$ cat src/rtl/coin_acceptor.sv
// coin_acceptor: synchronises, debounces and jam-checks two coin chute sensors,
// emitting one registered single-cycle coin code per coin, 10 cents first.
module coin_channel #(
  parameter int DEBOUNCE_CYCLES = 4,
  parameter int JAM_CYCLES = 64
) (
  input  logic clk,
  input  logic reset_n,
  input  logic sense,
  input  logic grant,
  output logic pending,
  output logic jammed
);
  localparam int CW = $clog2(JAM_CYCLES + 1);
  localparam int LW = $clog2(DEBOUNCE_CYCLES + 1);
  localparam logic [CW-1:0] DEB = CW'(DEBOUNCE_CYCLES);
  localparam logic [CW-1:0] JMC = CW'(JAM_CYCLES);
  localparam logic [LW-1:0] LDEB = LW'(DEBOUNCE_CYCLES);
  localparam logic [1:0] IDLE = 2'd0, QUAL = 2'd1, HELD = 2'd2, JAM = 2'd3;
  logic [1:0] sy, st;
  logic [CW-1:0] cnt;
  logic [LW-1:0] lo;
  logic s;
  assign s = sy[1];
  always_ff @(posedge clk or negedge reset_n)
    if (!reset_n) begin
      sy <= '0;
      st <= IDLE;
      cnt <= '0;
      lo <= '0;
      pending <= 1'b0;
      jammed <= 1'b0;
    end else begin
      sy <= {sy[0], sense};
      pending <= pending & ~grant;
      case (st)
        IDLE, QUAL:
          if (!s) begin
            st <= IDLE;
            cnt <= '0;
          end else if (cnt + CW'(1) == DEB) begin
            st <= HELD;
            cnt <= '0;
            lo <= '0;
            pending <= 1'b1;
          end else begin
            st <= QUAL;
            cnt <= cnt + CW'(1);
          end
        HELD:
          if (s) begin
            lo <= '0;
            if (cnt + CW'(1) == JMC) begin
              st <= JAM;
              cnt <= '0;
              jammed <= 1'b1;
            end else cnt <= cnt + CW'(1);
          end else if (lo + LW'(1) == LDEB) begin
            st <= IDLE;
            cnt <= '0;
            lo <= '0;
          end else lo <= lo + LW'(1);
        default:
          if (s) lo <= '0;
          else if (lo + LW'(1) == LDEB) begin
            st <= IDLE;
            lo <= '0;
            jammed <= 1'b0;
          end else lo <= lo + LW'(1);
      endcase
    end
endmodule

module coin_acceptor #(
  parameter int DEBOUNCE_CYCLES = 4,
  parameter int JAM_CYCLES = 64
) (
  input  logic       clk,
  input  logic       reset_n,
  input  logic       sense_5,
  input  logic       sense_10,
  output logic [1:0] coins,
  output logic [1:0] jam
);
  logic p5, p10;
  coin_channel #(.DEBOUNCE_CYCLES(DEBOUNCE_CYCLES), .JAM_CYCLES(JAM_CYCLES)) u_5 (
    .clk(clk), .reset_n(reset_n), .sense(sense_5), .grant(p5 & ~p10), .pending(p5), .jammed(jam[1])
  );
  coin_channel #(.DEBOUNCE_CYCLES(DEBOUNCE_CYCLES), .JAM_CYCLES(JAM_CYCLES)) u_10 (
    .clk(clk), .reset_n(reset_n), .sense(sense_10), .grant(p10), .pending(p10), .jammed(jam[0])
  );
  always_ff @(posedge clk or negedge reset_n)
    if (!reset_n) coins <= 2'b00;
    else coins <= {p5 & ~p10, p10};
endmodule
$ cat config.mk
export PLATFORM = sky130hd
export DESIGN_NAME = coin_acceptor
export DESIGN_NICKNAME = d
export VERILOG_FILES = /design/src/rtl/coin_acceptor.sv
export SDC_FILE = /design/constraint.sdc
export NUM_CORES = 1
export LEC_CHECK = 0
export CAP_MARGIN = 20
export CORE_ASPECT_RATIO = 0.9
export CORE_MARGIN = 2
export CORE_UTILIZATION = 32
export DETAILED_ROUTE_END_ITERATION = 6
export SYNTH_ARGS = -nofsm -noshare
export SYNTH_HDL_FRONTEND = slang
export SYNTH_HIERARCHICAL = 1
export SYNTH_SLANG_ARGS = --single-unit
$ cat constraint.sdc
create_clock -name clk -period 3.27 [get_ports clk]
set_input_delay 0.654 -clock clk [delete_from_list [all_inputs] [get_ports clk]]
set_output_delay 0.654 -clock clk [all_outputs]
set_load 0.005 [all_outputs]
## Word-level counts from Yosys, hierarchy flattened

Index checks and enable logic that the tools add are counted.

- Bits in registers: 34
- Input port bits: 4
- Output and inout port bits: 4

- $add $sub $neg: 4
- Eq/ne operators: 26
- Muxes and demuxes: 52
- Bitwise logic cells: 6
- Reduce and logical (&&, ||, !) cells: 16

Operator list:

| kind | count |
|---|---|
| 2-to-1 mux 7 bit | 10 |
| 2-to-1 mux 3 bit | 10 |
| case mux 7 bit (2 select lines) | 2 |
| 2-to-1 mux 2 bit | 12 |
| != test 2 x 1 -> 1 bit (second input constant) | 8 |
| adder 7 x 1 -> 7 bit (second input constant) | 2 |
| equality test 7 x 3 -> 1 bit (second input constant) | 2 |
| equality test 7 bit (second input constant) | 2 |
| 2-to-1 mux 1 bit | 14 |
| != test 3 bit (second input constant) | 4 |
| AND reduction 2 bit | 6 |
| AND reduction 5 bit | 2 |
| case mux 2 bit (2 select lines) | 2 |
| nonzero test 2 bit | 4 |
| adder 3 x 1 -> 3 bit (second input constant) | 2 |
| equality test 3 bit (second input constant) | 2 |
| != test 3 x 1 -> 1 bit (second input constant) | 2 |
| equality test 2 x 1 -> 1 bit (second input constant) | 2 |
| equality test 2 bit (second input constant) | 2 |
| logical NOT 2 bit | 2 |
| != test 2 bit (second input constant) | 2 |
| inverter 1 bit | 4 |
| case mux 1 bit (2 select lines) | 2 |
| OR reduction 2 bit | 2 |
| AND 1 bit | 2 |

## Depth between registers and ports, before layout

Gate-level depths: netlist (run 1).

- Word-level depth: 7
- Depth in mapped cells: 8
- Mapped depth without buffers: 7

## Hierarchy

Netlist (run 1), hierarchy kept.

Modules (own cells, without submodules):

| module | times used | cells an instance | area each (µm²) | seq. area each (µm²) |
|---|---|---|---|---|
| coin_channel at u_5 | 1 | 92 | 904.6 | 400.4 |
| coin_channel at u_10 | 1 | 90 | 873.3 | 400.4 |
| coin_acceptor | 1 | 3 | 63.8 | 50.0 |

## Worst setup path before layout (run 1)

OpenSTA, ideal clock, no wires.

- Kind: flip-flop to flip-flop
- Start: register u_5.cnt[3]
- End: register u_5.cnt[6]
- Setup time: 122 ps
- Data arrival time: 1813 ps
- Path slack: 1335 ps
- Cell stages (with the launch flop): 5
- Clock period less this slack: 1935 ps
- Cell sequence: dfrtp_1 -> or3_1 -> mux2_4 -> or4_1 -> a32o_1

- Longest elaborated chain between the ends: 5
- Elaborated cells on any way between the ends: 8

RTL lines:

| item | RTL line | RTL |
|---|---|---|
| start, declared | 21 | `logic [CW-1:0] cnt;` |
| start signal, assigned | 48 | `cnt <= cnt + CW'(1);` |
| start signal, assigned | 57 | `end else cnt <= cnt + CW'(1);` |
| adder 7 x 1 -> 7 bit * | n/a |  |
| equality test 7 bit / equality test 7 x 3 -> 1 bit (equally long branches) | 53, 41 |  |
| 2-to-1 mux 7 bit (on tied branches) | 53, 41 |  |
| 2-to-1 mux 7 bit (on tied branches) | 51, 38 |  |
| case mux 7 bit (2 select lines) * | 36 | `case (st)` |

Mark *: on every way between the ends. The rest lies on a longest branch, timed or not.
A chain may end at the register's enable or synchronous reset.

## Worst setup path in the final report (run 1)

Same ends and word-level chain as after synthesis.

==> run_results.csv, run 1 <==
group,metric,value,unit
run_status,status,"complete, no violations",
sta,hold_violations,0,
worst_setup_path,reg2reg_slack,1.23,ns
drt,dr.pass1.iters,4,
drt,drc,0,
clock_network,cts-root-buf,"clkbuf_8",
final_layout,final_core_util,37.35,%
global_route,grt_pass1_wl,6561,um
sta,finalSetupTns,0,ns
synth,synth-seq-cells,34,
sta,min_period,2.040,ns
hold_path,hold_path_end,"u_10/sy[1]$_DFF_PN0_",
hold_path,hold_path_class,"flop to flop",
sta,rsz0062_at_grt,"false",
clock_network,clkSinkCount,34,
placement,gp_congestion,0.7880,
clock_network,cts_buffer_depth,2,
synth,yosysTopAreaCellShare,46.20,%
final_layout,final_cells,268,
synth,synth_nets,198,
sta,finalMaxSlewViolations,0,
synth,synth_edf_count,0,
final_layout,fillers,560,
pwr,irDropWorstVdd,0.3505,mV
final_layout,diodes,0,
worst_setup_path,crit_required,3.44,ns
drt,vias,1424,
worst_setup_path,r2r_end,"u_5/cnt[6]$_DFFE_PN0P_",
drt,drtAntennaViolNets,0,
final_layout,area_growth,14.13,%
placement,place_inst,260,
synth,synth_commonest_cells,"34 x dfrtp_1, 21 x o21ai_0, 14 x nand2_1",
drt,drtIter0Drc,86,
sta,max_freq,490.2,MHz
global_route,grtUsageTotal,12.61,%
synth,async_flop_share,100.0,%
pwr,clkPwrFrac,25.7,%
synth,ys_warn_count,6,
clock_network,clk_pin_slew,0.07,ns
job,drv_cap,0,
pwr,p_switching,517.8,uW
worst_setup_path,cp_cell_sequence,"or3_1, mux2_4, or4_1, a32o_1",
worst_setup_path,worstSetupEndpointType,"flop",
worst_setup_path,cp_data_arrival_time,2.21,ns
sta,finalCritPeriodShare,62.38,%
clock_network,cts_tree,"done",
global_route,grt.overflow.total,0,
synth,synth_ff_type,"dfrtp_1",
synth,synth_cells,185,
floorplanning,start_util,32.73,%
synth,yosysMostFrequentCell,"dfrtp_1",
synth,avgSynthCellArea,9.955,um2
pwr,p_int,961.9,uW
pwr,pwr-share-comb,30.9,%
placement,port_buffers,7,
floorplanning,design.core.area,0.005628,mm2
synth,synthTopCellsByArea,"dfrtp_1 46%, ha_1 6.1%, o21ai_0 5.7%, nand2_1 2.9%, nand3_1 2.7%",
pwr,seqPwrFrac,43.3,%
hold_path,whs_path_depth,0,
sta,tightestPinTransition,0.4412,ns
synth,seq_area_frac_synth,46.20,%
pwr,swShare,35.00,%
synth,yosys.cell_types.count,48,
worst_setup_path,critical_path.max_fanout,7,
clock_network,cts-resized-gates,0,
drt,via_per_inst,5.313,
final_layout,finalNetCount,210,
pwr,p_leak,0.9086,nW
sta,finClkSkew,0.005100,ns
clock_network,insertion_delay,0.29,ns
floorplanning,die_area,0.006379,mm2
floorplanning,fp.dieH,75.97,um
worst_setup_path,slowest_delay,0.52,ns
drt,wirelength,3585,um
sta,setup_viol,0,
clock_network,numCtsBuffers,5,
clock_network,post_cts_buffers,0,
drt,wl_per_cell,13.38,um
pwr,power_density,703.9,mW/mm2
worst_setup_path,critPathLaunchType,"flop",
global_route,grt_pass1_vias,1376,
floorplanning,num_io_pins,8,
synth,syn_area,0.001842,mm2
synth,synth_area_leader_cell,"dfrtp_1",
sta,slew_headroom,70.59,%
final_layout,drive_above_1_share,8.586,%
clock_network,h-tree-depth,2,
global_route,antenna_found_initial,0,
placement,dp_hpwl,2401,um
worst_setup_path,r2r.worst_path.cells,4,
global_route,grt_start_max_net_pins,35,
floorplanning,std_cell_rows,26,
floorplanning,die_x,83.97,um
worst_setup_path,critPathKind,"flop to flop",
hold_path,worstHoldStart,"u_10/sy[0]$_DFF_PN0_",
worst_setup_path,r2r-start,"u_5/cnt[3]$_DFFE_PN0P_",
worst_setup_path,worst_path_max_delay_cell,"or4_1",
clock_network,ctsHoldBuffers,0,
[per-stage QoR]
step / hold slack [ns] / area, um2 / power [mW] / setup WS [ns]
floorplan: 0.3312 / 1842 / 0.9672 / 1.335
global placement: 0.3323 / 1996 / 1.100 / 1.280
detailed placement: 0.3347 / 1996 / 1.102 / 1.248
CTS: 0.3521 / 2102 / 1.495 / 1.237
global route: 0.3721 / 2102 / 1.604 / 1.168
finish: 0.3495 / 2102 / 1.480 / 1.230
[power by group through the flow]
stage | logic, mW | clock network [mW] | registers (mW)
2_1_floorplan | 0.360 | 0 | 0.607
3_3_place_gp | 0.455 | 0 | 0.646
3_5_place_dp | 0.455 | 0 | 0.647
4_1_cts | 0.460 | 0.395 | 0.641
5_1_grt | 0.529 | 0.413 | 0.662
6_report | 0.458 | 0.381 | 0.641
[flip-flops by register name (all words and copies together), names as in the netlist, 2 cells and up]
name,flops
u_10/sy,2
u_10/lo,3
u_10/cnt,7
u_5/lo,3
u_5/st,2
u_5/sy,2
u_5/cnt,7
u_10/st,2
coins,2
[placed cells by master, fill, tap and decap left out, types with 2 or more instances in the layout]
cell	instances
a21o_1	3
a21oi_1	7
a221oi_1	2
a22o_1	3
a31o_2	2
a31oi_1	2
a32o_1	3
and2_1	2
and3_1	2
buf_4	2
clkbuf_1	2
clkbuf_8	5
clkdlybuf4s50_1	7
dfrtp_1	34
ha_1	9
inv_1	10
mux2_4	2
mux2i_1	3
nand2_1	14
nand2b_1	3
nand3_1	10
nor2_1	8
nor2b_1	3
nor3_1	5
o21ai_0	21
o2bb2ai_1	2
or2_2	2
or3_1	4
or4_1	2
xor2_1	3
[final cells by class]
| type | instances | area, um2 | share of cell area [%] |
|---|---|---|---|
| clock inverter | 1 | 30.03 | 1.429 |
| multi-input combinational | 137 | 934.6 | 44.46 |
| tap | 70 | 87.58 | 4.167 |
| timing repair buffer | 9 | 85.08 | 4.048 |
| inverter | 10 | 37.54 | 1.786 |
| sequential | 34 | 850.8 | 40.48 |
| clock buffer | 7 | 76.32 | 3.631 |
[critical path: cells and delay by family, from the launching register on]
kind            cells  cell delay, ns
simple gates        2            0.93
mux                 1            0.31
flops               1            0.44
compound gates      1            0.26
[worst max-delay path by stage]
stage	start	depth (start not counted)	slack (ns)	to
global placement	u_5/cnt[3]$_DFFE_PN0P_	4	1.28	u_5/cnt[6]$_DFFE_PN0P_
CTS	u_5/cnt[3]$_DFFE_PN0P_	4	1.24	u_5/cnt[6]$_DFFE_PN0P_
detailed placement	u_5/cnt[3]$_DFFE_PN0P_	4	1.25	u_5/cnt[6]$_DFFE_PN0P_
global route	u_5/cnt[3]$_DFFE_PN0P_	4	1.17	u_5/cnt[6]$_DFFE_PN0P_
finish	u_5/cnt[3]$_DFFE_PN0P_	4	1.23	u_5/cnt[6]$_DFFE_PN0P_
floorplan	u_5/cnt[3]$_DFFE_PN0P_	4	1.34	u_5/cnt[6]$_DFFE_PN0P_
[logic make-up after synthesis]
| kind of cell | count (synthesis) | synth area share (%) |
|---|---|---|
| flops | 34 | 46.20 |
| fa+ha+maj | 9 | 6.114 |
| simple gates | 59 | 16.78 |
| buf+inv | 14 | 3.057 |
| xor+xnor | 4 | 1.903 |
| compound gates | 60 | 22.69 |
| mux | 5 | 3.261 |
[layer usage]
metal	part of all wire [%]	up-vias	GRT usage, %	wire length [um]
met5	0	-	0	0
met4	1.8	0	4.839	63
met3	2.3	7	3.250	84
met2	41	18	17.60	1484
met1	55	686	18.65	1954
li1	-	713	-	-
Note: power is estimated with default switching activity, not from simulation.
==> inputs of run 2 (changes only) <==
==> constraint.sdc (replaced) <==
create_clock -name clk -period 2 [get_ports clk]
set_input_delay 0.4 -clock clk [delete_from_list [all_inputs] [get_ports clk]]
set_output_delay 0.4 -clock clk [all_outputs]
set_load 0.005 [all_outputs]
==> run_results.csv, run 2 (synthesis results as in run 1) <==
group,metric,value,unit
drt,vias,1451,
global_route,grt.overflow.total,0,
clock_network,cts-resized-gates,0,
final_layout,drive_above_1_share,13.53,%
global_route,antenna_found_initial,0,
worst_setup_path,critPathLaunchType,"flop",
final_layout,final_common_cell,"dfrtp_1",
sta,finalSetupTns,0,ns
global_route,grt_pass1_wl,6423,um
pwr,p_leak,0.9681,nW
floorplanning,num_io_pins,8,
sta,rsz0062_at_grt,"false",
final_layout,final_core_util,39.11,%
worst_setup_path,cp_cell_sequence,"or3_1, mux2_4, or4_1, a32o_1",
sta,finalMaxSlewViolations,0,
worst_setup_path,critical_path.max_fanout,4,
floorplanning,design.core.area,0.005628,mm2
worst_setup_path,crit_required,2.18,ns
global_route,grtUsageTotal,12.47,%
floorplanning,std_cell_rows,26,
floorplanning,fp.dieH,75.97,um
final_layout,multi_input_area,934.6,um2
worst_setup_path,critPathKind,"flop to flop",
run_status,status,"complete, no violations",
final_layout,fillers,558,
sta,setup_slack,0.07166,ns
final_layout,final_area,0.002201,mm2
global_route,grt_start_max_net_pins,35,
clock_network,clkSinkCount,34,
pwr,irDropWorstVdd,0.7511,mV
sta,setup_viol,0,
placement,place_inst,268,
clock_network,cts_buffer_depth,2,
floorplanning,die_area,0.006379,mm2
hold_path,hold_path_class,"flop to flop",
clock_network,cts_tree,"done",
placement,gp_congestion,0.8492,
drt,wl_per_cell,13.28,um
sta,min_period,1.928,ns
final_layout,diodes,0,
clock_network,insertion_delay,0.28,ns
clock_network,h-tree-depth,2,
drt,dr.pass1.iters,4,
drt,wirelength,3678,um
floorplanning,die_x,83.97,um
placement,dp_hpwl,2568,um
sta,slew_headroom,69.72,%
final_layout,reg_top3,"u_10/cnt x7, u_5/cnt x7",
final_layout,final_cells,277,
final_layout,area_growth,19.50,%
placement,pre_cts_slack,0.07158,ns
clock_network,cts-root-buf,"clkbuf_8",
clock_network,clk_pin_slew,0.08,ns
clock_network,post_cts_buffers,0,
clock_network,numCtsBuffers,5,
worst_setup_path,cp_data_arrival_time,2.11,ns
sta,tightestPinTransition,0.4542,ns
clock_network,ctsHoldBuffers,0,
job,drv_cap,0,
sta,hold_violations,0,
pwr,power_density,1211,mW/mm2
placement,placed_area,0.002056,mm2
sta,max_freq,518.6,MHz
final_layout,layout_common_cells,"34 x dfrtp_1, 21 x o21ai_0, 14 x nand2_1",
floorplanning,start_util,32.73,%
placement,port_buffers,7,
final_layout,seqCellArea,850.8,um2
final_layout,finalNetCount,219,
sta,finClkSkew,0.005233,ns
global_route,grt_pass1_vias,1379,
drt,via_per_inst,5.238,
drt,drtAntennaViolNets,0,
drt,drc,0,
worst_setup_path,worst_path_max_delay_cell,"or4_1",
drt,drtIter0Drc,84,
worst_setup_path,worstSetupEndpointType,"flop",
sta,finalCritPeriodShare,96.42,%
worst_setup_path,slowest_delay,0.50,ns
## run 2: changes by cell type in the layout (fill, tap and decap cells not counted), sizes merged
cell    delta
bufinv     +1
buf        +9
clkinv     +1
clkbuf     -2
## run 2: stage by stage
step / total power [mW] / hold WS, ns
3_3_place_gp: 1.881 / 0.3318
5_1_grt: 2.865 / 0.3578
2_1_floorplan: 1.581 / 0.1044
6_report: 2.664 / 0.3527
4_1_cts: 2.684 / 0.3552
3_5_place_dp: 1.893 / 0.3371
## run 2: worst max-delay path, delay by kind of cell (launching register included)
family | cells | cell delay [ns]
multiplexers | 1 | 0.28
AND/OR/NAND/NOR | 2 | 0.88
flip-flops | 1 | 0.41
AO/OA/AOI/OAI | 1 | 0.25
## run 2: per-layer routing
layer / global-route usage (%) / part of all wire [%] / vias to the layer above
li1: - / - / 727
met1: 17.54 / 51 / 691
met2: 18.88 / 45 / 28
met4: 4.839 / 1.5 / 0
met3: 2.600 / 3.2 / 5
met5: 0 / 0 / -
## run 2: path summary, 6_finish.rpt
| kind | to | depth (start not counted) | slack, ns | startpoint |
|---|---|---|---|---|
| min in group asynchronous | u_10/lo[2]$_DFFE_PN0P_ | 2 | 0.52 | reset_n |
| setup / recovery | u_5/cnt[6]$_DFFE_PN0P_ | 4 | 0.07 | u_5/cnt[4]$_DFFE_PN0P_ |
| hold / removal | u_10/sy[1]$_DFF_PN0_ | 0 | 0.35 | u_10/sy[0]$_DFF_PN0_ |
| hold reg to reg | u_10/sy[1]$_DFF_PN0_ | 0 | 0.35 | u_10/sy[0]$_DFF_PN0_ |
| setup reg to reg | u_5/cnt[6]$_DFFE_PN0P_ | 4 | 0.07 | u_5/cnt[4]$_DFFE_PN0P_ |
| max in group asynchronous | u_10/lo[1]$_DFFE_PN0P_ | 2 | 1.15 | reset_n |
## run 2: power breakdown
group / switching (mW) / internal (mW)
clock network: 0.269 / 0.499
logic: 0.451 / 0.428
registers: 0.165 / 0.851
## run 2: cell type report
cell class                 instances  share of cell area (%)
timing repair buffer              18                   6.936
inverter                          10                   1.706
sequential                        34                   38.66
tap                               70                   3.980
clock buffer                       5                   3.127
clock inverter                     3                   3.127
multi-input combinational        137                   42.47
